[src/rtl/spi_xfer_ctrl_if.sv]
// Handshake and control bundle between the SPI transfer controller and its
// CPU-side register block / shifter.
interface spi_xfer_ctrl_if;
  logic spe;
  logic start;
  logic cpol;
  logic spif_clr;
  logic SCK;
  logic SS_n;
  logic shifter_en;
  logic SPDR_rd_en;
  logic SPDR_wr_en;
  logic SPIF;
  logic WCOL;
  logic busy;

  modport slave (
    input  spe, start, cpol, spif_clr,
    output SCK, SS_n, shifter_en, SPDR_rd_en, SPDR_wr_en, SPIF, WCOL, busy
  );

  modport master (
    output spe, start, cpol, spif_clr,
    input  SCK, SS_n, shifter_en, SPDR_rd_en, SPDR_wr_en, SPIF, WCOL, busy
  );
endinterface

[src/rtl/spi_xfer_ctrl.sv]
// SPI master transfer sequencer: load, shift DWIDTH bits on SCK, commit, flag.
// Write-collision detection is built only when SPI_WCOL_DETECT_EN is defined.
//
// state | meaning
// IDLE  | waiting for start with spe high; SCK follows cpol
// LOAD  | one cycle: shifter loaded from SPDR, cpol latched, counters cleared
// SHIFT | SCK toggles every CLK_DIV cycles for DWIDTH full pulses
// DONE  | one cycle: received word committed, SPIF set
module spi_xfer_ctrl #(
  parameter int DWIDTH  = 8,
  parameter int CLK_DIV = 4
) (
  input logic             Sample_clk,
  input logic             rst,
  spi_xfer_ctrl_if.slave  bus
);

  localparam int DIV_W = (CLK_DIV > 1) ? $clog2(CLK_DIV) : 1;
  localparam int BIT_W = $clog2(DWIDTH + 1);

  typedef enum logic [1:0] {
    S_IDLE,
    S_LOAD,
    S_SHIFT,
    S_DONE
  } state_t;

  state_t             state_q;
  state_t             state_d;
  logic [DIV_W-1:0]   div_q;
  logic [BIT_W-1:0]   bit_q;
  logic               sck_q;
  logic               cpol_q;
  logic               spif_q;
  logic               run_q;
  logic               div_tc;
  logic               trail_edge;
  logic               last_edge;

  logic sck_d;
  logic ss_n_d;
  logic shifter_en_d;
  logic rd_en_d;
  logic wr_en_d;

  assign div_tc     = (div_q == DIV_W'(CLK_DIV - 1));
  assign trail_edge = div_tc && (sck_q != cpol_q);
  assign last_edge  = trail_edge && (bit_q == BIT_W'(DWIDTH - 1));

  always_ff @(posedge Sample_clk or negedge rst) begin
    if (!rst) begin
      state_q <= S_IDLE;
    end else begin
      state_q <= state_d;
    end
  end

  always_comb begin
    state_d      = state_q;
    sck_d        = run_q ? bus.cpol : 1'b0;
    ss_n_d       = 1'b1;
    shifter_en_d = 1'b0;
    rd_en_d      = 1'b0;
    wr_en_d      = 1'b0;
    case (state_q)
      S_IDLE: begin
        if (bus.spe && bus.start) state_d = S_LOAD;
      end
      S_LOAD: begin
        ss_n_d  = 1'b0;
        rd_en_d = 1'b1;
        state_d = bus.spe ? S_SHIFT : S_IDLE;
      end
      S_SHIFT: begin
        ss_n_d       = 1'b0;
        shifter_en_d = 1'b1;
        sck_d        = sck_q;
        if (!bus.spe)      state_d = S_IDLE;
        else if (last_edge) state_d = S_DONE;
      end
      S_DONE: begin
        wr_en_d = 1'b1;
        sck_d   = cpol_q;
        state_d = S_IDLE;
      end
      default: state_d = S_IDLE;
    endcase
  end

  // Divider and bit counter only run inside SHIFT; LOAD re-arms them.
  always_ff @(posedge Sample_clk or negedge rst) begin
    if (!rst) begin
      div_q  <= '0;
      bit_q  <= '0;
      sck_q  <= 1'b0;
      cpol_q <= 1'b0;
      run_q  <= 1'b0;
    end else begin
      run_q <= 1'b1;
      case (state_q)
        S_LOAD: begin
          div_q  <= '0;
          bit_q  <= '0;
          cpol_q <= bus.cpol;
          sck_q  <= bus.cpol;
        end
        S_SHIFT: begin
          if (div_tc) begin
            div_q <= '0;
            sck_q <= ~sck_q;
            if (trail_edge) bit_q <= bit_q + BIT_W'(1);
          end else begin
            div_q <= div_q + DIV_W'(1);
          end
        end
        default: ;
      endcase
    end
  end

  always_ff @(posedge Sample_clk or negedge rst) begin
    if (!rst) begin
      spif_q <= 1'b0;
    end else if (state_q == S_DONE) begin
      spif_q <= 1'b1;
    end else if (bus.spif_clr) begin
      spif_q <= 1'b0;
    end
  end

`ifdef SPI_WCOL_DETECT_EN
  logic wcol_q;

  always_ff @(posedge Sample_clk or negedge rst) begin
    if (!rst) begin
      wcol_q <= 1'b0;
    end else if (bus.start && (state_q != S_IDLE)) begin
      wcol_q <= 1'b1;
    end else if (bus.spif_clr) begin
      wcol_q <= 1'b0;
    end
  end

  assign bus.WCOL = wcol_q;
`else
  assign bus.WCOL = 1'b0;
`endif

  // SPIF is visible in the DONE cycle itself, then held by the register.
  assign bus.SPIF       = spif_q | (state_q == S_DONE);
  assign bus.SCK        = sck_d;
  assign bus.SS_n       = ss_n_d;
  assign bus.shifter_en = shifter_en_d;
  assign bus.SPDR_rd_en = rd_en_d;
  assign bus.SPDR_wr_en = wr_en_d;
  assign bus.busy       = (state_q != S_IDLE);

endmodule

[src/flat_wrapper.sv]
// flat-port wrapper written by rule: the top's interface ports become plain ports
module spi_xfer_ctrl_flat 
#(
  parameter int DWIDTH  = 8,
  parameter int CLK_DIV = 4
)
  (Sample_clk, rst, bus_spe, bus_start, bus_cpol, bus_spif_clr, bus_SCK, bus_SS_n, bus_shifter_en, bus_SPDR_rd_en, bus_SPDR_wr_en, bus_SPIF, bus_WCOL, bus_busy);
  spi_xfer_ctrl_if bus_i ();
  input logic Sample_clk;
  input logic rst;
  input wire logic [$bits(bus_i.spe)-1:0] bus_spe;
  input wire logic [$bits(bus_i.start)-1:0] bus_start;
  input wire logic [$bits(bus_i.cpol)-1:0] bus_cpol;
  input wire logic [$bits(bus_i.spif_clr)-1:0] bus_spif_clr;
  output wire logic [$bits(bus_i.SCK)-1:0] bus_SCK;
  output wire logic [$bits(bus_i.SS_n)-1:0] bus_SS_n;
  output wire logic [$bits(bus_i.shifter_en)-1:0] bus_shifter_en;
  output wire logic [$bits(bus_i.SPDR_rd_en)-1:0] bus_SPDR_rd_en;
  output wire logic [$bits(bus_i.SPDR_wr_en)-1:0] bus_SPDR_wr_en;
  output wire logic [$bits(bus_i.SPIF)-1:0] bus_SPIF;
  output wire logic [$bits(bus_i.WCOL)-1:0] bus_WCOL;
  output wire logic [$bits(bus_i.busy)-1:0] bus_busy;
  assign bus_i.spe = bus_spe;
  assign bus_i.start = bus_start;
  assign bus_i.cpol = bus_cpol;
  assign bus_i.spif_clr = bus_spif_clr;
  assign bus_SCK = bus_i.SCK;
  assign bus_SS_n = bus_i.SS_n;
  assign bus_shifter_en = bus_i.shifter_en;
  assign bus_SPDR_rd_en = bus_i.SPDR_rd_en;
  assign bus_SPDR_wr_en = bus_i.SPDR_wr_en;
  assign bus_SPIF = bus_i.SPIF;
  assign bus_WCOL = bus_i.WCOL;
  assign bus_busy = bus_i.busy;
  spi_xfer_ctrl #(.DWIDTH(DWIDTH), .CLK_DIV(CLK_DIV)) u_core (.Sample_clk(Sample_clk), .rst(rst), .bus(bus_i));
endmodule
[config.mk]
export PLATFORM = sky130hd
export DESIGN_NAME = spi_xfer_ctrl_flat
export DESIGN_NICKNAME = d
export VERILOG_FILES = /design/src/rtl/spi_xfer_ctrl_if.sv /design/src/rtl/spi_xfer_ctrl.sv /design/src/flat_wrapper.sv
export SDC_FILE = /design/constraint.sdc
export NUM_CORES = 1
export LEC_CHECK = 0
export CAP_MARGIN = 20
export CORE_MARGIN = 8
export CORE_UTILIZATION = 53
export CTS_CLUSTER_SIZE = 30
export DETAILED_ROUTE_END_ITERATION = 16
export HOLD_SLACK_MARGIN = 0.15
export PLACE_DENSITY = 0.88
export SYNTH_ARGS = -nofsm -noshare
export SYNTH_HDL_FRONTEND = slang
export SYNTH_SLANG_ARGS = --single-unit
[constraint.sdc]
create_clock -name Sample_clk -period 2.85 [get_ports Sample_clk]
set_clock_uncertainty 0.05 [all_clocks]
set_input_delay 0.57 -clock Sample_clk [delete_from_list [all_inputs] [get_ports Sample_clk]]
set_output_delay 0.57 -clock Sample_clk [all_outputs]
set_load 0.005 [all_outputs]
# After elaboration in Yosys (flattened, before gate mapping)
# Cells that the tools add are included.
[totals]
ff_bits = 12
inputBits = 6
output_inout_bits = 8
word_cells = 52
[op_classes]
addsub = 2
eq_ne = 10
muxes = 20
n_bitwise = 2
reduce_logical = 11
[ops]
columns = ["operator", "n"]
rows = [
  ["2-bit two-way mux", 5],
  ["1-bit two-way mux", 8],
  ["4-bit two-way mux", 2],
  ["2-bit one-hot mux with 4 select lines", 1],
  ["4-bit one-hot mux with 2 select lines", 1],
  ["2-bit == test (second input constant)", 3],
  ["2-bit by 1-bit inequality test with 1-bit output (second input constant)", 3],
  ["2-bit nonzero test", 3],
  ["4-bit by 1-bit adder with 4-bit output (second input constant)", 1],
  ["4-bit by 3-bit == test with 1-bit output (second input constant)", 1],
  ["1-bit one-hot mux with 2 select lines", 2],
  ["2-bit one-hot mux with 2 select lines", 1],
  ["2-bit AND reduction", 2],
  ["1-bit logical AND", 3],
  ["3-bit by 2-bit inequality test with 1-bit output (second input constant)", 1],
  ["3-bit AND reduction", 1],
  ["2-bit by 1-bit adder with 2-bit output (second input constant)", 1],
  ["2-bit by 1-bit == test with 1-bit output (second input constant)", 1],
  ["2-bit zero test", 1],
  ["2-bit OR reduction", 1],
  ["1-bit inequality test", 1],
  ["1-bit NOT", 1],
  ["1-bit OR", 1],
]

# Longest topological paths before layout
[logic_depth]
ltp_word = 6
mapped_depth = 6
ltp_nobuf = 6

# Worst setup path after synthesis
# No wires, ideal clock.
[synth_timing]
path_type = "register to output"
start = "register u_core.state_q[0]"
end = "output port bus_SCK"
arrival_ns = 1.092
t_required_ns = 2.230
setup_slack_ns = 1.138
path_stages_with_launch = 5
path_buffers = 0
path_cell_list = "dfrtp_1 inv_1 ha_1 nor3_1 a221o_1"
[synth_via]
elab_chain_cells = 2
elab_cells_between_ends = 3
cone_classes = "eq/ne (2); mux (1)"
[synth_rtl]
columns = ["item", "line_no", "rtl"]
rows = [
  ["start, declared", "spi_xfer_ctrl.sv:28", "state_t state_q;"],
  ["start signal, assigned", "spi_xfer_ctrl.sv:54", "state_q <= state_d;"],
  ["2-bit == test", "spi_xfer_ctrl.sv:65", "case (state_q)"],
  ["1-bit one-hot mux with 2 select lines *", "spi_xfer_ctrl.sv:65", ""],
  ["end, declared", "flat_wrapper.sv:15", "output wire logic [$bits(bus_i.SCK)-1:0] bus_SCK;"],
]
# Mark *: on every way between the ends. The rest lies on a longest branch, timed or not.

# Worst setup path after layout
# Ends and elaborated chain as after synthesis.

==> flow_metrics.py <==
metrics = {
    "cts": {
        "cts_root_buffer": "clkbuf_4",
        "clkSinkCount": 12,
        "cts_hold_buf": 0,
        "cts_resized": 0,
        "cts.clk_slew.worst_paths_ps": 80,
        "clockBufferDepth": 2,
        "htree_num_levels": 1,
        "cts-buffers-inserted": 3,
        "cts_setup_buffers": 0,
        "cts_tree": "yes",
        "clock_latency_ps": 260,
    },
    "power_and_ir_drop": {
        "power.leakage_nw": 0.422,
        "total_power_mw": 0.741,
        "ir_drop_uv": 479,
        "p_per_area_nw_per_um2": 829,
    },
    "setup_path": {
        "cpPeakStageDelay_ps": 440,
        "path_cells": "inv_1, ha_1, nor3_1, a221o_1, clkdlybuf4s50_1",
        "critical_path_required_ps": 2230,
        "crit_fanout": 7,
        "arrival_ps": 1920,
        "start_kind": "flip-flop",
        "cp_slowest_cell": "clkdlybuf4s50_1",
        "endpoint_kind": "output pin",
        "critical_path_class": "reg -> out",
    },
    "routing": {
        "viasPerCell": 5.50,
        "drc": 0,
        "route.antenna.remaining_nets": 0,
        "via_count": 566,
        "drt_first_pass_iters": 4,
        "routedWlPerCell_um": 13.5,
        "dr.first_iter.drc_count": 11,
        "wl_mm": 1.40,
    },
    "synthesis": {
        "netlist_top_cells_area": "dfrtp_1, ha_1, inv_1",
        "ys_ff_latch": 12,
        "synth.distinct_cells": 31,
        "avgSynthCellArea_um2": 9.87,
        "syn_area_um2": 731,
        "synth_edf_count": 0,
        "synth_top_area_frac": 0.411,
        "synth-main-ff-cell": "dfrtp_1",
        "synth-async-reset-ratio": 1.00,
        "synth_nets": 88,
        "yosysSeqAreaShare": 0.411,
        "syn_inst": 74,
        "yosysTopAreaCell": "dfrtp_1",
        "yosysWarnings": 0,
    },
    "finish": {
        "layout_common_cells": "clkdlybuf4s50_1, dfrtp_1, inv_1, ha_1, nand3_1",
        "area_growth_pct": 22.4,
        "antenna_cells": 0,
        "stdcell_count": 103,
        "drive_above_1_share": 0.0795,
        "fillers": 100,
        "post-route-cell-area_um2": 895,
        "final_nets": 103,
    },
    "global_route": {
        "grt_pass1_vias": 583,
        "grt_antenna_before_repair": 0,
        "grt_max_degree": 13,
        "met3_usage": 0.0224,
        "use_met1": 0.143,
        "grt_pass1_wl_mm": 2.47,
        "use_met2": 0.182,
        "busiest_layer": "met2",
        "overflow": 0,
        "grt_util_all_layers": 0.114,
    },
    "place": {
        "io_buffers": 12,
        "dp_hpwl_mm": 1.10,
        "placed_cells": 99,
        "dp_slack_ps": 363,
        "placed_area_um2": 858,
        "gp_congestion": 0.815,
    },
    "worst_hold_path": {
        "worst_hold_path_type": "reg -> reg",
    },
    "sta": {
        "hold_viol_final": 0,
        "fmax_mhz": 394,
        "fin_crit_ps": 2540,
        "finalMaxSlewViolations": 0,
        "setup_viol": 0,
        "timing.final.ws_setup_ps": 311,
        "finalSetupTns_ps": 0,
        "rsz0062_at_grt": "no",
        "fin_crit_sh": 0.891,
        "relSlewSlack": 0.645,
        "worst_pin_slew_ps": 531,
    },
    "floorplan": {
        "die_h_um": 53.1,
        "core_area_um2": 1300,
        "start_util": 0.562,
        "io_pins": 14,
        "num_rows": 13,
        "die_w_um": 53.1,
        "die_area_um2": 2820,
    },
    "outcome": {
        "status": "completed",
    },
    "job": {
        "drv_cap": 0,
    },
}
## routing by layer
layer  part of all wire  up-vias
met2               0.47       14
met5                  0        -
met4             0.0093        0
li1                   -      287
met1               0.45      263
met3              0.067        2
## final timing paths
check / slack (ps) / start / depth (start not counted) / to
max: 310 / u_core.state_q[0] / 5 / bus_SCK
min: 430 / u_core.spif_q / 1 / u_core.spif_q
max reg2reg: 1060 / u_core.state_q[0] / 5 / u_core.bit_q[3]
min reg2reg: 430 / u_core.spif_q / 1 / u_core.spif_q
max in group asynchronous: 1800 / rst / 1 / u_core.bit_q[1]
min in group asynchronous: 600 / rst / 1 / u_core.div_q[0]
## registers in the layout, summed over array words and instances, names as in the netlist
| register | count |
|---|---|
| u_core.state_q | 2 |
| u_core.div_q | 2 |
| u_core.bit_q | 4 |
| u_core.spif_q | 1 |
| u_core.run_q | 1 |
| u_core.sck_q | 1 |
| u_core.cpol_q | 1 |
## area by class of cell
class                      count  area [um2]  area share
clock buffer                   4        36.3      0.0406
inverter                      10        37.5      0.0420
multi-input combinational     50         382       0.427
sequential                    12         300       0.336
tap                           15        18.8      0.0210
timing repair buffer          12         120       0.134
## worst max-delay path, delay by kind of cell (launching register included)
family,cells,cell delay (ps)
adder cells (fa/ha/maj),1,310
buffers and inverters,2,580
AO/OA/AOI/OAI,1,260
AND/OR/NAND/NOR,1,80
flip-flops,1,420
## per-stage QoR
step | hold WS (ps) | util
2_1_floorplan | 224 | -
5_1_grt | 451 | 0.688
3_3_place_gp | 404 | 0.660
3_5_place_dp | 414 | 0.660
6_report | 429 | 0.688
4_1_cts | 431 | 0.688
## synth_stat cells, drive strengths merged (2+ instances only)
library cell   n
a21o           2
inv           10
dfrtp         12
conb           2
o211ai         3
a21oi          3
o221ai         2
ha             8
nand3          6
nor2b          2
nand2          5
## logic make-up after synthesis
logic type / synth area share
mux: 0.0291
flops: 0.411
compound gates: 0.178
fa+ha+maj: 0.137
simple gates: 0.144
xor+xnor: 0.0240
buf+inv: 0.0668
other cells: 0.0103
## where the power goes
part           leakage (nW)  switching [mW]  internal [mW]
Clock                0.0210          0.0555         0.0775
Combinational         0.244           0.173          0.186
Sequential            0.157          0.0382          0.211
Note: power is estimated with default switching activity, not from simulation.
